File: src/rtl/alu_pkg.sv
// Shared types and constants for the start/done ALU and its command-side driver.
package alu_pkg;

  localparam int RESULT_W  = 16;
  localparam int OPERAND_W = 8;

  typedef enum logic [2:0] {
    OP_NOP = 3'd0,
    OP_ADD = 3'd1,
    OP_AND = 3'd2,
    OP_XOR = 3'd3,
    OP_MUL = 3'd4
  } alu_op_e;

  typedef enum logic [1:0] {
    ST_IDLE,
    ST_ISSUE,
    ST_DRAIN,
    ST_RESP
  } alu_drv_state_e;

  function automatic logic op_is_legal(input logic [2:0] op);
    return op <= OP_MUL;
  endfunction

  function automatic logic op_uses_alu(input logic [2:0] op);
    return (op >= OP_ADD) && (op <= OP_MUL);
  endfunction

endpackage

File: src/rtl/alu_drv_timeout.sv
// Loadable 8-bit ISSUE-phase watchdog: cleared to zero, counts while enabled,
// flags expiry during the LIMIT-th enabled cycle.
module alu_drv_timeout #(
  parameter int LIMIT = 8
) (
  input  logic clk,
  input  logic reset,
  input  logic clear_i,
  input  logic enable_i,
  output logic expired_o
);

  logic [7:0] count_q, count_d;

  always_comb begin
    count_d = count_q;
    if (clear_i) begin
      count_d = '0;
    end else if (enable_i && (count_q != 8'hFF)) begin
      count_d = count_q + 8'd1;
    end
  end

  always_ff @(posedge clk or posedge reset) begin
    if (reset) begin
      count_q <= '0;
    end else begin
      count_q <= count_d;
    end
  end

  assign expired_o = enable_i && (count_q == 8'(LIMIT - 1));

endmodule

File: src/rtl/alu_driver.sv
// Command-side initiator for the start/done ALU: command handshake, issue, drain of done,
// response handshake. Optional ISSUE watchdog enabled by defining ALU_DRV_TIMEOUT_EN.
module alu_driver
  import alu_pkg::*;
#(
  parameter int TIMEOUT_CYCLES = 8
) (
  input  logic        clk,
  input  logic        reset,
  input  logic        cmd_valid,
  output logic        cmd_ready,
  input  logic [7:0]  cmd_a,
  input  logic [7:0]  cmd_b,
  input  logic [2:0]  cmd_op,
  output logic        rsp_valid,
  input  logic        rsp_ready,
  output logic [15:0] rsp_result,
  output logic        rsp_err,
  output logic [7:0]  alu_a,
  output logic [7:0]  alu_b,
  output logic [2:0]  alu_op,
  output logic        alu_start,
  input  logic [15:0] alu_result,
  input  logic        alu_done
);

  alu_drv_state_e state_q, state_d;
  logic [OPERAND_W-1:0] a_q, a_d, b_q, b_d;
  logic [2:0]           op_q, op_d;
  logic [RESULT_W-1:0]  result_q, result_d;
  logic                 err_q, err_d;
  logic                 live_q;
  logic                 timeout_hit;

`ifdef ALU_DRV_TIMEOUT_EN
  alu_drv_timeout #(
    .LIMIT(TIMEOUT_CYCLES)
  ) u_timeout (
    .clk       (clk),
    .reset     (reset),
    .clear_i   (state_q != ST_ISSUE),
    .enable_i  (state_q == ST_ISSUE),
    .expired_o (timeout_hit)
  );
`else
  assign timeout_hit = 1'b0;
`endif

  always_comb begin
    state_d  = state_q;
    a_d      = a_q;
    b_d      = b_q;
    op_d     = op_q;
    result_d = result_q;
    err_d    = err_q;
    case (state_q)
      ST_IDLE: begin
        if (cmd_valid && cmd_ready) begin
          a_d  = cmd_a;
          b_d  = cmd_b;
          op_d = cmd_op;
          if (op_uses_alu(cmd_op)) begin
            state_d = ST_ISSUE;
          end else begin
            // Non-ALU ops pass through DRAIN so the response lands one cycle later,
            // matching the two-cycle NO_OP/illegal turnaround.
            state_d  = ST_DRAIN;
            result_d = '0;
            err_d    = !op_is_legal(cmd_op);
          end
        end
      end
      ST_ISSUE: begin
        if (alu_done) begin
          result_d = alu_result;
          err_d    = 1'b0;
          state_d  = ST_DRAIN;
        end else if (timeout_hit) begin
          result_d = '0;
          err_d    = 1'b1;
          state_d  = ST_DRAIN;
        end
      end
      ST_DRAIN: begin
        if (!alu_done) state_d = ST_RESP;
      end
      ST_RESP: begin
        if (rsp_ready) state_d = ST_IDLE;
      end
      default: state_d = ST_IDLE;
    endcase
  end

  always_ff @(posedge clk or posedge reset) begin
    if (reset) begin
      state_q  <= ST_IDLE;
      a_q      <= '0;
      b_q      <= '0;
      op_q     <= '0;
      result_q <= '0;
      err_q    <= 1'b0;
      live_q   <= 1'b0;
    end else begin
      state_q  <= state_d;
      a_q      <= a_d;
      b_q      <= b_d;
      op_q     <= op_d;
      result_q <= result_d;
      err_q    <= err_d;
      live_q   <= 1'b1;
    end
  end

  // Outputs decode straight from state so an asynchronous reset clears them at once.
  assign cmd_ready  = (state_q == ST_IDLE) && live_q;
  assign alu_start  = (state_q == ST_ISSUE);
  assign rsp_valid  = (state_q == ST_RESP);
  assign rsp_result = result_q;
  assign rsp_err    = err_q;
  assign alu_a      = a_q;
  assign alu_b      = b_q;
  assign alu_op     = op_q;

endmodule

File: config.mk
export PLATFORM = sky130hd
export DESIGN_NAME = alu_driver
export DESIGN_NICKNAME = d
export VERILOG_FILES = /design/src/rtl/alu_pkg.sv /design/src/rtl/alu_drv_timeout.sv /design/src/rtl/alu_driver.sv
export SDC_FILE = /design/constraint.sdc
export NUM_CORES = 1
export LEC_CHECK = 0
export ABC_AREA = 1
export CORE_ASPECT_RATIO = 1.2
export CORE_MARGIN = 2
export CORE_UTILIZATION = 41
export DETAILED_ROUTE_END_ITERATION = 10
export PLACE_DENSITY = 0.88
export SYNTH_ARGS = -nofsm -noshare
export SYNTH_HDL_FRONTEND = slang
export SYNTH_HIERARCHICAL = 1
export SYNTH_SLANG_ARGS = --single-unit
export TNS_END_PERCENT = 5
File: constraint.sdc
create_clock -name clk -period 2.3 [get_ports clk]
set_clock_uncertainty 0.15 [all_clocks]
set_input_delay 0.23 -clock clk [delete_from_list [all_inputs] [get_ports clk]]
set_output_delay 0.23 -clock clk [all_outputs]
set_load 0.02 [all_outputs]
== Word level (Yosys, flattened, before mapping) ==
Index checks and enable logic that the tools add are counted.
Widths: inputs -> output; s select.

* Output and inout port bits: 39
* Word-level logic and storage cells: 40
* Flip-flop bits (word level): 39

* Multiplexer cells: 14
* Reductions and logical operators: 9
* Order comparisons: 2
* Equal/unequal tests: 8

{| class="wikitable"
|+ Operators by type and width
! kind !! number
|-
| $mux 16 || 3
|-
| $pmux 16 s2 || 1
|-
| $mux 2 || 5
|-
| $pmux 2 s4 || 1
|-
| $reduce_and 4->1 || 2
|-
| $ne 2x2->1 const B || 3
|-
| $eq 2x2->1 const B || 2
|-
| $ne 2x1->1 const B || 2
|-
| $ge 3x1->1 const B || 1
|-
| $le 3x3->1 const B || 1
|-
| $logic_and 1x1->1 || 3
|-
| $mux 1 || 3
|-
| $eq 2x1->1 const B || 1
|-
| $logic_not 2->1 || 1
|-
| $pmux 1 s2 || 1
|-
| $reduce_and 2->1 || 1
|-
| $reduce_bool 2->1 || 1
|-
| $logic_not 1->1 || 1
|}

== Logic depth before layout (Yosys ltp) ==
* Depth in word-level cells: 5
* Mapped depth: 10
* Gate-level depth less buffers: 8

== Worst setup path before layout ==
No wires, ideal clock.

* Kind: register to register
* From: reg state_q[1]
* To: reg result_q[0], in the netlist rsp_result[0]
* Path slack: 0.521 ns
* Stages on the path, launching flop included: 10
* Arrival time: 1.512 ns
* Cell sequence: dfrtp_1 > inv_1 > ha_1 > buf_6 > clkinv_2 > nor2_4 > nor2_8 > buf_2 > nand4_1 > nand2_1

* Elaborated cells on any way between the ends: 10

{| class="wikitable"
|+ RTL lines
! element !! line !! text
|-
| start: declaration || alu_driver.sv:27 || <nowiki>alu_drv_state_e state_q, state_d;</nowiki>
|-
| start signal: assignment || alu_driver.sv:104 || <nowiki>state_q <= state_d;</nowiki>
|-
| $eq 2x1->1 * || -- ||
|-
| net alu_start || alu_driver.sv:22 || <nowiki>output logic alu_start,</nowiki>
|-
| $ne 2x1->1 (no source line) or $reduce_bool 2->1 (tied branches) || -- ||
|-
| $reduce_and 4->1 (no source line) || -- ||
|-
| end signal: assignment || alu_driver.sv:108 || <nowiki>result_q <= result_d;</nowiki>
|-
| end: declaration || alu_driver.sv:30 || <nowiki>logic [RESULT_W-1:0] result_q, result_d;</nowiki>
|}

The timed path passes the listed nets; every way through them passes the cells marked *.
A chain may end at the register's enable or synchronous reset.

== Final worst setup path ==
* From: reg state_q[1]
* To: out alu_start

* Longest elaborated chain between the ends: 1

{| class="wikitable"
|+ RTL lines
! element !! line !! text
|-
| $eq 2x1->1 || alu_driver.sv:116 || <nowiki>assign alu_start = (state_q == ST_ISSUE);</nowiki>
|-
| end: declaration || alu_driver.sv:22 ||
|}

No other way between the ends.

==> results <==
[kinds of logic (layout without fill, tap and decap cells)]
kind of cell | Yosys count | count (layout) | synth area share, %
adder cells (fa/ha/maj) | 5 | 5 | 3.51
AND/OR/NAND/NOR | 132 | 132 | 34.1
flip-flops | 39 | 39 | 54.8
buffers and inverters | 20 | 101 | 5.62
other | 1 | 1 | 0.210
AO/OA/AOI/OAI | 4 | 4 | 1.76
[metal layers]
layer  global-route usage (%)  share of wire [%]  vias to the layer above
met2                     32.7                 52                       44
met1                     24.6                 42                      796
met4                     8.30                1.3                        0
met3                     3.69                5.1                        5
li1                         -                  -                      807
met5                        0                  0                        -
[how the worst max path moves through the flow]
| stage | start | to | slack (ns) | depth (start not counted) |
|---|---|---|---|---|
| 3_3_place_gp | cmd_valid | alu_op[2]$_DFFE_PP0P_ | 0.40 | 4 |
| 6_report | state_q[1]$_DFFE_PP0P_ | alu_start | 0.27 | 3 |
| 4_1_cts | state_q[0]$_DFFE_PP0P_ | cmd_ready | 0.06 | 5 |
| 3_5_place_dp | state_q[1]$_DFFE_PP0P_ | rsp_result[14]$_DFFE_PP0P_ | 0.35 | 9 |
| 5_1_grt | state_q[1]$_DFFE_PP0P_ | alu_start | 0.18 | 3 |
| 2_1_floorplan | state_q[1]$_DFFE_PP0P_ | rsp_result[0]$_DFFE_PP0P_ | 0.52 | 9 |
[sequential cells by signal, summed over array words and instances, names as in the netlist]
register / flops
alu_op: 3
rsp_result: 16
live_q: 1
alu_b: 8
state_q: 2
rsp_err: 1
alu_a: 8
[worst max-delay path: stages (launching register included)]
cell,delay (ns)
dfrtp_1,0.41
inv_1,0.13
ha_1,0.21
clkdlybuf4s50_1,0.61
[area by class of cell]
cell class	count	area, um^2	area share, %
sequential	39	976	35.7
timing repair buffer	84	828	30.3
multi-input combinational	142	706	25.8
clock buffer	6	82.6	3.02
tap	56	70.1	2.56
clock inverter	2	35.0	1.28
inverter	9	35.0	1.28
[timing repair]
item,4_1_cts,5_1_grt
hold buffers,0,0
endpoints found under the setup margin,0,1
resized for setup,0,1
[cell usage in the layout (no fill, tap or decap), drive strengths merged]
cell type      instances
a21oi                  1
buf                    6
bufinv                 1
clkbuf                 6
clkdlybuf4s50         77
clkinv                 2
conb                   1
dfrtp                 39
dlymetal6s2s           1
ha                     5
inv                    8
nand2                 89
nand3                 21
nand4                 17
nor2                   3
nor3                   2
o21ai                  3
[metrics by stage]
step	area (um^2)	hold slack (ns)	setup slack, ns	instances
3_3_place_gp	2610	0.304	0.398	330
3_5_place_dp	2610	0.312	0.349	330
6_report	2730	0.206	0.272	338
5_1_grt	2730	0.269	0.177	338
4_1_cts	2730	0.219	0.0609	338
2_1_floorplan	1780	0.225	0.521	201
[power groups by stage]
stage	clock network, mW	registers, mW	logic (mW)
final	0.586	1.19	1.97
after global routing	0.630	1.23	2.16
after CTS	0.595	1.20	1.99
after detailed placement	0	1.20	1.99
after global placement	0	1.19	1.94
after floorplan	0	1.55	0.780
==> summary.md <==
| Metric | Value |
|---|---|
| Status | completed |
| Layout Nets | roughly 330 |
| Worst min path class | in -> async |
| Yosys cell types | 21 |
| Leakage | between 1 and 1.5 nW |
| Ratio of cells with drive above 1 in the final layout | under 10% |
| Peak supply drop | 0.672 mV |
| Synth Cell Area | about 1800 um^2 |
| Starting DRT DRC Count | between 80 and 90 |
| Worst R2R Start | state_q[1]$_DFFE_PP0P_ |
| Power Density | around 1400 nW/um^2 |
| Postcts setup bufs | 0 |
| Max cap viols | 0 |
| CTS tree | done |
| EDFF count, synth | 0 |
| Final count of negative-setup-slack endpoints | 0 |
| Switch share | between 40% and 50% |
| Die area | between 4000 and 5000 um^2 |
| Wirelength, routed | approximately 4300 um |
| H-tree levels | 2 |
| Hold violation total from the final report | 0 |
| Data required, critical path | roughly 1.9 ns |
| FF-to-FF setup slack | approximately 0.35 ns |
| Switch Pwr | approximately 1.5 mW |
| Residual DRC count | 0 |
| Antenna Cells | 0 |
| Final critical-path share of the clock period | 88.2% |
| Clk sinks | 39 |
| Ports | 79 |
| Core Box Area | ~4200 um^2 |
| Rel. slew slack | approximately 59% |
| Die W | 64.2 um |
| PortBufs | 78 |
| Combinational share of power | between 50 and 60% |
| Initial antenna violation count | 0 |
| WL/cell | approximately 13 um |
| Sequential share of the synthesized area | a little over half |
| Root Buffer Master | clkbuf_8 |
| Max Freq | between 0.4 and 0.5 GHz |
| GPL Wtd Cong | a little over 0.8 |
| RSZ-0062 raised after global routing | no |
| Via density | approximately 5 |
| Sequential share of power | between 30% and 40% |
| Final Slew Violations | 0 |
| Actual slew at the worst max-slew pin | a little over 0.6 ns |
| Setup Crit Path Kind | reg -> out |
| Cell Rows | 26 |
| Post-synth ARST share | 100% |
| Fillers | approximately 360 |
| Post-synth top cells | 89 x nand2_1, 39 x dfrtp_1, 19 x nand3_1 |
| Crit. End Element | output port |
| Overall power | between 3 and 4 mW |
| Post-layout util | between 60% and 70% |
| Ys flop type | dfrtp_1 |
| Type of origin of the critical path | flip-flop |
| Layout area overhead | 53.4% |
| Starting density of the core | approximately 42% |
| Synth Instances | between 200 and 250 |
| DR vias | ~1700 |
| Arrival @ worst endpoint | between 1.5 and 2 ns |
| FF-to-FF path depth | 9 |
| Ys Warns | 6 |
| Clock power share | 15.6% |
| Num CTS Buffers | 5 |
| R2R Path End | rsp_result[14]$_DFFE_PP0P_ |
| Crit-path max FO | 4 |
| First-pass GRT wire length | between 7000 and 8000 um |
| Clk pin slew, worst setup/hold paths | around 0.080 ns |
| Count leader, synth | nand2_1 |
| Number of detailed-route iterations in the first pass | 4 |
| Crit path time final | ~2 ns |
| CTS Buffer Depth | 2 |
| Skew-Pair Late Insertion Delay | slightly below 0.3 ns |
| Post-DP HPWL | about 3200 um |
| Die H | 76.2 um |
| Avg Inst Size Synth | approximately 8.9 um^2 |
| #FFs+latches synth | 39 |
| Syn Nets | ~250 |
| TNS Setup | 0 ns |
| Leading area contributor after synthesis | dfrtp_1 |
| Dominant cells by area after synthesis | dfrtp_1 55%, nand2_1 19%, nand4_1 6.0% |
| GRT Overall Usage | between 10% and 20% |
| Vias in the first global route | between 1500 and 2000 |
| Congestion Overflow GR | 0 |
| Yosys top cell area share | between 50% and 60% |
| Post-route ant nets | 0 |
| P_int | roughly 2.2 mW |
| Largest net degree at the start of global routing | 40 |
Note: power is estimated with default switching activity, not from simulation.
